## config.mk

```make
export PLATFORM = sky130hd
export DESIGN_NAME = vga_timing_ctrl
export DESIGN_NICKNAME = d
export VERILOG_FILES = /design/src/rtl/vga_timing_ctrl.sv
export SDC_FILE = /design/constraint.sdc
export NUM_CORES = 1
export LEC_CHECK = 0
export CAP_MARGIN = 20
export CORE_AREA = 2 2 56 69
export CTS_BUF_LIST = sky130_fd_sc_hd__clkbuf_16
export DETAILED_ROUTE_END_ITERATION = 10
export DIE_AREA = 0 0 58 71
export HOLD_SLACK_MARGIN = 0.02
export PLACE_DENSITY = 0.91
export SYNTH_ARGS = -nofsm -noshare
export SYNTH_HDL_FRONTEND = slang
export SYNTH_SLANG_ARGS = --single-unit
```

## constraint.sdc

```tcl
create_clock -name i_clk -period 2.4 [get_ports i_clk]
set_input_delay 0.36 -clock i_clk [delete_from_list [all_inputs] [get_ports i_clk]]
set_output_delay 0.36 -clock i_clk [all_outputs]
set_load 0.03 [all_outputs]
```

## src/rtl/vga_timing_ctrl.sv

```systemverilog
// VGA raster timing (640x480@60 at 25 MHz) with sync/blank delayed to match the painter latency.
// Optional build macro VGA_TEST_PATTERN_EN replaces rgb_in with eight built-in colour bars.
module vga_timing_ctrl #(
  parameter int PIPE_LAT = 1,
  parameter int H_ACTIVE = 640,
  parameter int H_FP     = 16,
  parameter int H_SYNC   = 96,
  parameter int H_BP     = 48,
  parameter int V_ACTIVE = 480,
  parameter int V_FP     = 10,
  parameter int V_SYNC   = 2,
  parameter int V_BP     = 33
) (
  input  logic        i_clk,
  input  logic        i_rst_n,
  input  logic [11:0] i_rgb_in,
  output logic [9:0]  o_pix_x,
  output logic [8:0]  o_pix_y,
  output logic        o_video_on,
  output logic        o_frame_tick,
  output logic        o_vga_hs,
  output logic        o_vga_vs,
  output logic [11:0] o_vga_rgb
);

  localparam int H_TOTAL = H_ACTIVE + H_FP + H_SYNC + H_BP;
  localparam int V_TOTAL = V_ACTIVE + V_FP + V_SYNC + V_BP;
`ifdef VGA_TEST_PATTERN_EN
  localparam int SW = 15;
`else
  localparam int SW = 3;
`endif
  // Stage layout: {colour (pattern build only), hs, vs, de}; idle is syncs high, de low, black.
  localparam logic [SW-1:0] STAGE_IDLE = SW'(3'b110);

  logic [9:0] r_h_cnt;
  logic [9:0] r_v_cnt;
  logic       w_h_last;
  logic       w_v_last;
  logic       w_h_act;
  logic       w_v_act;
  logic       w_hs_raw;
  logic       w_vs_raw;
  logic [SW-1:0] w_stage_in;
  logic [SW-1:0] w_tap [0:PIPE_LAT];
  logic [SW-1:0] w_dly;
  logic [11:0]   w_dly_rgb;

  assign w_h_last = (r_h_cnt == 10'(H_TOTAL - 1));
  assign w_v_last = (r_v_cnt == 10'(V_TOTAL - 1));

  always_ff @(posedge i_clk) begin
    if (!i_rst_n) begin
      r_h_cnt <= '0;
      r_v_cnt <= '0;
    end else begin
      r_h_cnt <= w_h_last ? 10'd0 : r_h_cnt + 10'd1;
      if (w_h_last) begin
        r_v_cnt <= w_v_last ? 10'd0 : r_v_cnt + 10'd1;
      end
    end
  end

  assign w_h_act      = (r_h_cnt < 10'(H_ACTIVE));
  assign w_v_act      = (r_v_cnt < 10'(V_ACTIVE));
  assign o_pix_x      = w_h_act ? r_h_cnt : 10'd0;
  assign o_pix_y      = w_v_act ? r_v_cnt[8:0] : 9'd0;
  assign o_video_on   = w_h_act && w_v_act;
  assign o_frame_tick = (r_h_cnt == 10'd0) && (r_v_cnt == 10'(V_ACTIVE));

  assign w_hs_raw = !((r_h_cnt >= 10'(H_ACTIVE + H_FP)) &&
                      (r_h_cnt <  10'(H_ACTIVE + H_FP + H_SYNC)));
  assign w_vs_raw = !((r_v_cnt >= 10'(V_ACTIVE + V_FP)) &&
                      (r_v_cnt <  10'(V_ACTIVE + V_FP + V_SYNC)));

`ifdef VGA_TEST_PATTERN_EN
  logic [2:0]  w_bar;
  logic [11:0] w_bar_rgb;
  // Bars past the active width wrap, but those pixels are blanked anyway.
  assign w_bar      = 3'(r_h_cnt / 10'd80);
  assign w_bar_rgb  = {{4{w_bar[2]}}, {4{w_bar[1]}}, {4{w_bar[0]}}};
  assign w_stage_in = {w_bar_rgb, w_hs_raw, w_vs_raw, o_video_on};
  assign w_dly_rgb  = w_dly[14:3];
`else
  assign w_stage_in = {w_hs_raw, w_vs_raw, o_video_on};
  assign w_dly_rgb  = i_rgb_in;
`endif

  assign w_tap[0] = w_stage_in;

  generate
    for (genvar gi = 0; gi < PIPE_LAT; gi++) begin : g_stage
      logic [SW-1:0] r_stage;
      always_ff @(posedge i_clk) begin
        if (!i_rst_n) begin
          r_stage <= STAGE_IDLE;
        end else begin
          r_stage <= w_tap[gi];
        end
      end
      assign w_tap[gi+1] = r_stage;
    end
  endgenerate

  assign w_dly = w_tap[PIPE_LAT];

  always_ff @(posedge i_clk) begin
    if (!i_rst_n) begin
      o_vga_hs  <= 1'b1;
      o_vga_vs  <= 1'b1;
      o_vga_rgb <= 12'h000;
    end else begin
      o_vga_hs  <= w_dly[2];
      o_vga_vs  <= w_dly[1];
      o_vga_rgb <= w_dly[0] ? w_dly_rgb : 12'h000;
    end
  end

endmodule

```

# After elaboration in Yosys (flattened, before gate mapping)
# Cells that the tools add are included.
[op_classes] n_bitwise=1 n_mux=3 n_lt_le_gt_ge=6 reduce_logical=9 n_eq_ne=3 n_addsub=2
[op_table] op="$add 10x1->10 const B" count=2
[op_table] op="$eq 10x10->1 const B" count=2
[op_table] op="$lt 10x10->1 const B" count=2
[op_table] op="$lt 10x9->1 const B" count=2
[op_table] op="$mux 10" count=2
[op_table] op="$eq 10x9->1 const B" count=1
[op_table] op="$ge 10x10->1 const B" count=1
[op_table] op="$ge 10x9->1 const B" count=1
[op_table] op="$logic_not 10->1" count=1
[op_table] op="$mux 9" count=1
[op_table] op="$logic_and 1x1->1" count=4
[op_table] op="$logic_not 1->1" count=2
[op_table] op="$reduce_and 2->1" count=1
[op_table] op="$reduce_or 2->1" count=1
[op_table] op="$not 1->1" count=1
[word_totals] ff_bits=37 wordCells=30 inputBits=14 out_inout_bits=35

# Longest topological paths before layout
[logic_depth] depth_word=3 mapped_depth=6 depth_no_buf=5

# Worst setup path after synthesis
# OpenSTA, ideal clock, no wires.
[synth_timing] path_kind="flip-flop to output port" from="reg r_v_cnt[6]" to="out o_frame_tick" t_arrival_ns=1.387 required_ns=2.040 n_path_buf=0 slack_ns=0.653 stages_incl_launch_ff=4 path_cell_list="dfxtp_1 nand4_2 or4_1 nor2_1"
[synth_between] elab_chain_len=2
[synth_rtl] item="start, declared" line="37" source="logic [9:0] r_v_cnt;"
[synth_rtl] item="start signal, assigned" line="59" source="r_v_cnt <= w_v_last ? 10'd0 : r_v_cnt + 10'd1;"
[synth_rtl] item="$eq 10x9->1" line="69" source="assign o_frame_tick = (r_h_cnt == 10'd0) && (r_v_cnt == 10'(V_ACTIVE));"
[synth_rtl] item="$logic_and 1x1->1" line="69"
[synth_rtl] item="end, declared" line="20" source="output logic o_frame_tick,"
# Every way passes these cells.

# Worst setup path in the final report
[layout_timing] from="reg r_h_cnt[8]" to="out o_pix_x[1]"
[layout_between] elab_chain_len=2
[layout_rtl] item="start, declared" line="36" source="logic [9:0] r_h_cnt;"
[layout_rtl] item="start signal, assigned" line="57" source="r_h_cnt <= w_h_last ? 10'd0 : r_h_cnt + 10'd1;"
[layout_rtl] item="$lt 10x10->1" line="64" source="assign w_h_act = (r_h_cnt < 10'(H_ACTIVE));"
[layout_rtl] item="$mux 10" line="66" source="assign o_pix_x = w_h_act ? r_h_cnt : 10'd0;"
[layout_rtl] item="end, declared" line="17" source="output logic [9:0] o_pix_x,"
# Every way passes these cells.

==> flow_summary.ini <==
[setup_path]
r2r_slack_ps = 450
cp.arrival_ps = 1910
crit_chain = o21ai_1 > buf_4 > and2_1 > clkdlybuf4s50_1
r2r-end = r_v_cnt[6]
rr_worst_depth = 5
setup.worst_path.end_class = output port
path_buf_inv = 2
cpPeakStageDelay_ps = 670
worstSetupPathType = reg2out
startpoint = r_h_cnt[8]
cpMaxStageDelayCell = clkdlybuf4s50_1
crit_fanout = 8
cp.required_ps = 2040
reg2reg_from = r_h_cnt[0]
start_kind = flip-flop
critical_path.top_delay_family = buffers and inverters

[global_routing]
grt_pass1_wl_um = 6140
grtUsageMet2_pct = 32.7
grtUsageTotal_pct = 19.3
grt_util_met1_pct = 21.3
top_usage_layer = met2
antenna_found_initial = 0
grt_pass1_vias = 1431
grt_use_met3_pct = 5.12
grt_max_degree = 23
overflow = 0

[layout]
diodes = 0
nets = 251
final_cell_count_no_fill = 273
fin_util_pct = 68.0
fillers = 270
layout_common_cells = 47 x clkdlybuf4s50_1, 37 x dfxtp_1, 25 x and3_1, 19 x nor2_1, 10 x and2_1
drive_above_1_share_pct = 10.7
layout_commonest_cell = clkdlybuf4s50_1
final_cell_area_um2 = 2370
area_delta_synth_final_pct = 43.0

[sta]
hold_ws_ps = 404
finalCritPeriodShare_pct = 94.5
rsz0062_at_grt = false
clock_skew_ps = 5.53
hold_viol_final = 0
setup_violations = 0
fin_setup_tns_ps = 0
drv_slew = 0
timing.fmax_mhz = 441
relSlewSlack_pct = 68.0
min_period_ps = 2270
tightestPinTransition_ps = 481

[clock_network]
cts_num_sinks = 37
htreeDepth = 2
cts_buffers = 5
clock_latency_ps = 280
cts_tree = done
cts_hold_buffers = 0
clock-root-buffer = clkbuf_16
cts_buffer_depth = 2
clk_pin_slew_ps = 60
cts_setup_buffers = 0

[outcome]
status = completed

[die]
std_cell_rows = 24
start_util_pct = 47.5
ios = 49
core_area_um2 = 3480
dieHeight_um = 71
die_w_um = 58
design.die.area_um2 = 4120

[pwr]
pwr_density_cell_nw_per_um2 = 670
peakVddDrop_uv = 652
leakagePower_nw = 1.00

[routing]
num_vias = 1458
dr.pass1.iters = 4
wl_um = 3750
drc = 0
vias_per_cell = 5.34
detail-route-antenna-nets = 0
drt_iter0_drc = 33
wl_per_cell_um = 13.7

[yosys]
synth_top_family_by_area = simple AND/OR/NAND/NOR gates
synth_cell_type_count = 37
yosys.area_share.simple_pct = 35.7
syn_nets = 199
syn_avg_cell_area_um2 = 9.15
synth.area.top_cells = dfxtp_1 45%, and3_1 9.4%, nor2_1 4.3%
ys_warn_count = 0
synth_top_area_share_pct = 44.7
syn_inst = 181
synth_top_area_cell = dfxtp_1
yosysSeqAreaShare_pct = 44.7
synth_compound_area_share_pct = 3.17
synth_mux_area_share_pct = 0.605
synth-xor-area-share_pct = 7.41
synthAdderAreaFrac_pct = 3.02
synth_area_um2 = 1660
ys_ff_latch = 37

[placed_design]
post_dp_cell_area_um2 = 2170
placedCellCount = 265
portBuffers = 48
dp_hpwl_um = 2620
place.gp.congestion = 0.858

[flow_run]
cap_viol_max_count = 0

[min_path]
hold_path_depth = 1
min_to = o_vga_hs
min-delay-start = g_stage[0].r_stage[2]
hold_class = reg2reg
cell families after synthesis:
kind of cell | count (synthesis)
compound gates | 9
xor+xnor | 14
fa+ha+maj | 4
buf+inv | 16
flops | 37
mux | 1
simple gates | 100
power breakdown:
group	leakage, nW	switching (mW)	internal, mW
Combinational	0.605	0.0509	0.0534
Sequential	0.301	0.00981	0.628
Clock	0.0944	0.245	0.598
Total	1.00	0.306	1.28
sequential cells by signal, summed over array words and instances (netlist names):
register and cells:
o_vga_rgb 12, r_h_cnt 10, o_vga_hs 1, o_vga_vs 1
r_v_cnt 10, g_stage.r_stage 3
metal layers:
metal  part of all wire, %  vias to the layer above  wire, µm
li1                      -                      729         -
met2                    49                       61      1840
met4                   3.8                        0       142
met1                    42                      649      1570
met5                     0                        -         0
met3                   5.3                       19       200
worst max-delay path by stage:
stage                        end  slack (ps)  cells after the start
global route          o_pix_x[0]          40                      4
floorplan           o_frame_tick         650                      3
CTS                   o_pix_x[1]           6                      4
global placement    o_frame_tick         230                      4
finish                o_pix_x[1]         130                      4
detailed placement  o_frame_tick         200                      4
final cells by class:
cell class / instances / area (µm²) / area share (%)
sequential: 37 / 741 / 31.3
timing repair buffer: 56 / 539 / 22.8
tap: 39 / 48.8 / 2.06
inverter: 5 / 18.8 / 0.793
multi-input combinational: 128 / 826 / 34.9
clock buffer: 5 / 125 / 5.29
clock inverter: 3 / 68.8 / 2.91
synthesized netlist by cell type, drive strengths merged:
cell type	number
o21ai	5
xor2	7
mux2i	1
and4	2
clkbuf	6
nor2b	2
or4	1
and3	27
and4bb	1
and2	11
nor3b	1
dfxtp	37
and3b	1
nand3	5
nor3	3
nand2	7
ha	4
a21oi	4
nor4	1
nand2b	2
nor4b	1
or4b	1
nor2	19
buf	5
xnor2	7
nand3b	1
or3	3
nand4	11
inv	5
metrics by stage:
step           worst slack [ps]  power [mW]
2_1_floorplan               653       0.700
3_3_place_gp                233       0.751
3_5_place_dp                198       0.754
4_1_cts                    6.49        1.60
5_1_grt                    42.9        1.63
6_report                    133        1.58
timing repair:
item | in CTS | in global routing
endpoints found under the setup margin | 1 | 8
resized for setup | 1 | 1
pin swaps | 0 | 0
(Power assumes the default switching activity.)
